**src/rtl/dcache_port_arbiter.sv**
```systemverilog
// Round-robin arbiter that shares one dcache port among NUM_CONSUMERS LSUs.
// Both sides use a 4-phase valid/ready handshake; one request is in flight at a time.
module dcache_port_arbiter #(
  parameter int ADDR_BITS     = 8,
  parameter int DATA_BITS     = 8,
  parameter int NUM_CONSUMERS = 8
) (
  input  logic                             clk,
  input  logic                             reset,
  input  logic [NUM_CONSUMERS-1:0]         consumer_read_valid,
  input  logic [ADDR_BITS-1:0]             consumer_read_address  [NUM_CONSUMERS],
  output logic [NUM_CONSUMERS-1:0]         consumer_read_ready,
  output logic [DATA_BITS-1:0]             consumer_read_data     [NUM_CONSUMERS],
  input  logic [NUM_CONSUMERS-1:0]         consumer_write_valid,
  input  logic [ADDR_BITS-1:0]             consumer_write_address [NUM_CONSUMERS],
  input  logic [DATA_BITS-1:0]             consumer_write_data    [NUM_CONSUMERS],
  output logic [NUM_CONSUMERS-1:0]         consumer_write_ready,
  output logic                             cache_read_valid,
  output logic [ADDR_BITS-1:0]             cache_read_address,
  input  logic                             cache_read_ready,
  input  logic [DATA_BITS-1:0]             cache_read_data,
  output logic                             cache_write_valid,
  output logic [ADDR_BITS-1:0]             cache_write_address,
  output logic [DATA_BITS-1:0]             cache_write_data,
  input  logic                             cache_write_ready,
  output logic [$clog2(NUM_CONSUMERS)-1:0] grant_id,
  output logic                             busy
);

  localparam int ID_W = $clog2(NUM_CONSUMERS);

  typedef enum logic [1:0] {
    IDLE,
    READ_WAIT,
    WRITE_WAIT,
    RELEASE
  } state_t;

  state_t                     state_q, state_d;
  logic [ID_W-1:0]            id_q, id_d;
  logic [ID_W-1:0]            rr_ptr_q, rr_ptr_d;
  logic                       is_write_q, is_write_d;
  logic [ADDR_BITS-1:0]       addr_q, addr_d;
  logic [DATA_BITS-1:0]       wdata_q, wdata_d;
  logic                       rd_valid_q, rd_valid_d;
  logic                       wr_valid_q, wr_valid_d;
  logic [NUM_CONSUMERS-1:0]   rd_ready_q, rd_ready_d;
  logic [NUM_CONSUMERS-1:0]   wr_ready_q, wr_ready_d;
  logic [DATA_BITS-1:0]       rdata_q [NUM_CONSUMERS];
  logic [DATA_BITS-1:0]       rdata_d [NUM_CONSUMERS];

  logic [NUM_CONSUMERS-1:0]   req;
  logic                       found;
  logic [ID_W-1:0]            win;
  logic [ID_W:0]              sum;
  logic                       release_ok;

  assign req = consumer_read_valid | consumer_write_valid;

  // Rotating search from rr_ptr; the extra sum bit keeps the modulo exact for
  // non-power-of-two consumer counts.
  always_comb begin
    found = 1'b0;
    win   = '0;
    sum   = '0;
    for (int unsigned k = 0; k < NUM_CONSUMERS; k++) begin
      sum = {1'b0, rr_ptr_q} + (ID_W + 1)'(k);
      if (sum >= (ID_W + 1)'(NUM_CONSUMERS)) begin
        sum = sum - (ID_W + 1)'(NUM_CONSUMERS);
      end
      if (!found && req[sum[ID_W-1:0]]) begin
        found = 1'b1;
        win   = sum[ID_W-1:0];
      end
    end
  end

  always_comb begin
    if (is_write_q) begin
      release_ok = !consumer_write_valid[id_q] && !cache_write_ready;
    end else begin
      release_ok = !consumer_read_valid[id_q] && !cache_read_ready;
    end
  end

  always_comb begin
    state_d    = state_q;
    id_d       = id_q;
    rr_ptr_d   = rr_ptr_q;
    is_write_d = is_write_q;
    addr_d     = addr_q;
    wdata_d    = wdata_q;
    rd_valid_d = rd_valid_q;
    wr_valid_d = wr_valid_q;
    rd_ready_d = rd_ready_q;
    wr_ready_d = wr_ready_q;
    rdata_d    = rdata_q;

    unique case (state_q)
      IDLE: begin
        if (found) begin
          id_d = win;
          if (consumer_read_valid[win]) begin
            is_write_d = 1'b0;
            addr_d     = consumer_read_address[win];
            rd_valid_d = 1'b1;
            state_d    = READ_WAIT;
          end else begin
            is_write_d = 1'b1;
            addr_d     = consumer_write_address[win];
            wdata_d    = consumer_write_data[win];
            wr_valid_d = 1'b1;
            state_d    = WRITE_WAIT;
          end
        end
      end
      READ_WAIT: begin
        if (cache_read_ready) begin
          rd_valid_d       = 1'b0;
          rdata_d[id_q]    = cache_read_data;
          rd_ready_d[id_q] = 1'b1;
          state_d          = RELEASE;
        end
      end
      WRITE_WAIT: begin
        if (cache_write_ready) begin
          wr_valid_d       = 1'b0;
          wr_ready_d[id_q] = 1'b1;
          state_d          = RELEASE;
        end
      end
      RELEASE: begin
        if (release_ok) begin
          rd_ready_d = '0;
          wr_ready_d = '0;
          rr_ptr_d   = (id_q == ID_W'(NUM_CONSUMERS - 1)) ? '0 : id_q + 1'b1;
          state_d    = IDLE;
        end
      end
      default: state_d = IDLE;
    endcase
  end

  always_ff @(posedge clk or negedge reset) begin
    if (!reset) begin
      state_q    <= IDLE;
      id_q       <= '0;
      rr_ptr_q   <= '0;
      is_write_q <= 1'b0;
      addr_q     <= '0;
      wdata_q    <= '0;
      rd_valid_q <= 1'b0;
      wr_valid_q <= 1'b0;
      rd_ready_q <= '0;
      wr_ready_q <= '0;
      rdata_q    <= '{default: '0};
    end else begin
      state_q    <= state_d;
      id_q       <= id_d;
      rr_ptr_q   <= rr_ptr_d;
      is_write_q <= is_write_d;
      addr_q     <= addr_d;
      wdata_q    <= wdata_d;
      rd_valid_q <= rd_valid_d;
      wr_valid_q <= wr_valid_d;
      rd_ready_q <= rd_ready_d;
      wr_ready_q <= wr_ready_d;
      rdata_q    <= rdata_d;
    end
  end

  assign consumer_read_ready  = rd_ready_q;
  assign consumer_write_ready = wr_ready_q;
  assign consumer_read_data   = rdata_q;
  assign cache_read_valid     = rd_valid_q;
  assign cache_read_address   = addr_q;
  assign cache_write_valid    = wr_valid_q;
  assign cache_write_address  = addr_q;
  assign cache_write_data     = wdata_q;
  assign grant_id             = id_q;
  assign busy                 = (state_q != IDLE);

endmodule

```
**config.mk**
```make
export PLATFORM = sky130hd
export DESIGN_NAME = dcache_port_arbiter
export DESIGN_NICKNAME = d
export VERILOG_FILES = /design/src/rtl/dcache_port_arbiter.sv
export SDC_FILE = /design/constraint.sdc
export NUM_CORES = 1
export LEC_CHECK = 0
export ABC_AREA = 1
export CORE_MARGIN = 2
export CORE_UTILIZATION = 30
export CTS_CLUSTER_SIZE = 24
export DETAILED_ROUTE_END_ITERATION = 8
export PLACE_DENSITY = 0.65
export SLEW_MARGIN = 10
export SYNTH_ARGS = -nofsm -noshare
export SYNTH_HDL_FRONTEND = slang
export SYNTH_SLANG_ARGS = --single-unit
```
**constraint.sdc**
```tcl
create_clock -name clk -period 3.5 [get_ports clk]
set_input_delay 0.7 -clock clk [delete_from_list [all_inputs] [get_ports clk]]
set_output_delay 0.7 -clock clk [all_outputs]
set_load 0.1 [all_outputs]
```
==> impl_metrics.tcl <==
set metrics [dict create \
    status "complete, no violations" \
    synth_flop_cell "dfrtp_1" \
    synth_seq_area_share_pct 36.2 \
    clock_latency_ns 0.37 \
    cp_slowest_stage_delay_ns 0.54 \
    wl_per_cell_um 17.3 \
    first_pass_iters 5 \
    finalHoldViolations 0 \
    drive_gt1_share_pct 10.2 \
    die_h_um 161 \
    cts-root-buf "clkbuf_16" \
    htree_levels 3 \
    rsz0062_at_grt "true" \
    drc_errors 0 \
    grt_use_total_pct 22.9 \
    die_width_um 161 \
    final_util_pct 47.5 \
    nNetsFinal 1638 \
    synth.area.top_cells "dfrtp_1 (36%), nand3_1 (20%), nand2_1 (17%), o21ai_0 (3.2%), inv_1 (3.0%)" \
    hold_buffers 0 \
    core_mm2 0.0242 \
    finalInstanceArea_mm2 0.0115 \
    reg2reg_depth 20 \
    timing.rr.end "cache_read_address[3]" \
    dieArea_mm2 0.0259 \
    cts_buffer_depth 2 \
    max_slew.worst_pin.slew_ns 1.02 \
    synth_top_area_cell "dfrtp_1" \
    grt_pass1_wl_um 47000 \
    holdCritPathClass "in2async" \
    viasPerCell 4.97 \
    routed_wl_um 30200 \
    numCtsBuffers 9 \
    crit_type "in2reg" \
    synth_async_sr_flop_share_pct 100 \
    slew_headroom_pct 31.8 \
    cts_tree "built" \
    yosysUniqueCellTypes 39 \
    drt_iter0_drc 698 \
    path_cells "clkdlybuf4s50_1 -> nor2_1 -> nand2_1 -> nand3_1 -> nand3_1 -> nand2_2 -> buf_4 -> nand3_1 -> nand2_1 -> nor2_1 -> nand3_1 -> nor2_1 -> nor2_2 -> nor2_4 -> buf_12 -> buf_12 -> nand3_1 -> nand3_1 -> nand2_1 -> nand2_1 -> nand2_1 -> nand2_1 -> nand2_1" \
    endpoint_kind "register" \
    crit_top_cell "nand2_1" \
    place_congestion 0.919 \
    finalSetupViolCount 0 \
    portBuffers 329 \
    startpoint_type "primary input" \
    hpwl_um 22900 \
    fmax_ghz 0.303 \
    grt_max_degree 108 \
    synth_top_area_share_pct 36.2 \
    slew_viol_final 0 \
    dpl-instance-area_mm2 0.0112 \
    clock_sinks 107 \
    start_util_pct 30.5 \
    clk_pin_slew_ns 0.08 \
    rows 57 \
    syn_inst 1085 \
    grt-ovfl-total 0 \
    area_growth_pct 55.7 \
    syn_area_per_cell_um2 6.82 \
    yosysWarnings 0 \
    syn_nets 1313 \
    cp_slowest_cell "clkdlybuf4s50_1" \
    finClkSkew_ns 0.0161 \
    num_antenna_cells 0 \
    max_cap_viol_count 0 \
    syn_area_mm2 0.00740 \
    fin_crit_ns 3.30 \
    yosys.cell_count.top_type "nand2_1" \
    antenna_found_initial 0 \
    hold_ws_ns 0.400 \
    critPathArrivalTime_ns 3.56 \
    synth_edf_count 0 \
    finalCritPeriodShare_pct 94.3 \
    first_global_vias 8537 \
    crit_required_ns 3.76 \
    boundaryPins 330 \
    synth_seq_cells 107 \
    crit_path_max_fanout 30 \
    rr_startpoint "rr_ptr_q[0]" \
    drtAntennaViolNets 0 \
    synth_top_cells_by_count "nand2_1 (337), nand3_1 (297), dfrtp_1 (107), inv_1 (59), nor2_1 (50)" \
    reg2reg_slack_ns 0.26 \
    vias 8636 \
]
## worst max-delay path: cells and delay by family
family | cells | cell delay, ns
AND/OR/NAND/NOR | 19 | 1.77
buffers and inverters | 4 | 1.07
## state kept, by name (all words and copies together) (netlist names)
signal                count
cache_read_address        8
cache_read_valid          1
cache_write_data          8
cache_write_valid         1
consumer_read_data       64
consumer_read_ready       8
consumer_write_ready      8
grant_id                  3
is_write_q                1
rr_ptr_q                  3
state_q                   2
## worst max-delay path by stage
stage                            startpoint               endpoint  slack, ns  cells past startpoint
global route                    rr_ptr_q[0]  cache_read_address[1]      -0.02                     22
floorplan                       rr_ptr_q[1]       cache_read_valid       0.67                     22
global placement    consumer_write_valid[0]  cache_read_address[3]      -0.23                     21
detailed placement   consumer_read_valid[2]  cache_read_address[4]      -0.21                     21
CTS                             rr_ptr_q[0]  cache_read_address[3]       0.16                     22
finish               consumer_read_valid[0]  cache_read_address[3]       0.20                     23
## placed cells by master (no fill, tap or decap), types with 2 or more instances in the layout
master,n
a21oi_1,43
a221oi_1,3
a22oi_1,2
buf_12,13
buf_4,71
clkbuf_16,9
clkdlybuf4s50_1,300
clkinv_8,2
dfrtp_1,107
ha_1,8
inv_1,58
inv_2,6
inv_6,3
nand2_1,336
nand2_2,5
nand2_4,3
nand3_1,297
nand3_2,3
nand4_1,5
nand4_2,2
nand4_4,2
nor2_1,49
nor2_2,4
nor2_4,4
nor3_1,3
o21ai_0,47
o21ai_1,8
o21ai_2,4
## stage by stage
step | setup slack [ns] | setup TNS [ns] | instances
global route | -0.0202 | -0.0202 | 1739
finish | 0.199 | 0 | 1739
CTS | 0.157 | 0 | 1739
detailed placement | -0.210 | -1.81 | 1723
global placement | -0.230 | -2.10 | 1723
floorplan | 0.672 | 0 | 1085
## kinds of logic (layout without fill, tap and decap cells)
group | count (synthesis) | in the layout | share of synthesized area, %
adder cells (fa/ha/maj) | 8 | 8 | 1.35
flip-flops | 107 | 107 | 36.2
AND/OR/NAND/NOR | 717 | 717 | 43.6
AO/OA/AOI/OAI | 113 | 113 | 8.52
XOR/XNOR | 3 | 3 | 0.812
buffers and inverters | 137 | 467 | 9.53
## final cells by class
cell class	instances	area, µm²
timing repair buffer	386	3840
clock buffer	9	225
inverter	65	246
clock inverter	7	86.3
tap	324	405
sequential	107	2680
fill	2437	12700
multi-input combinational	841	4050
## routing by layer
layer	global-route usage, %	part of all wire (%)
met1	30.2	44
met2	37.9	47
met3	5.37	6.9
met4	6.21	2.1
met5	0	0
## repair_timing
action | 4_1_cts | 5_1_grt
endpoints found under the setup margin | 0 | 16
hold endpoints to repair | 0 | 0
buffers inserted | 0 | 0
resized for setup | 0 | 8
Power is not shown: default switching activity piles up to over one toggle a cycle in this logic, so the estimate is an artifact.
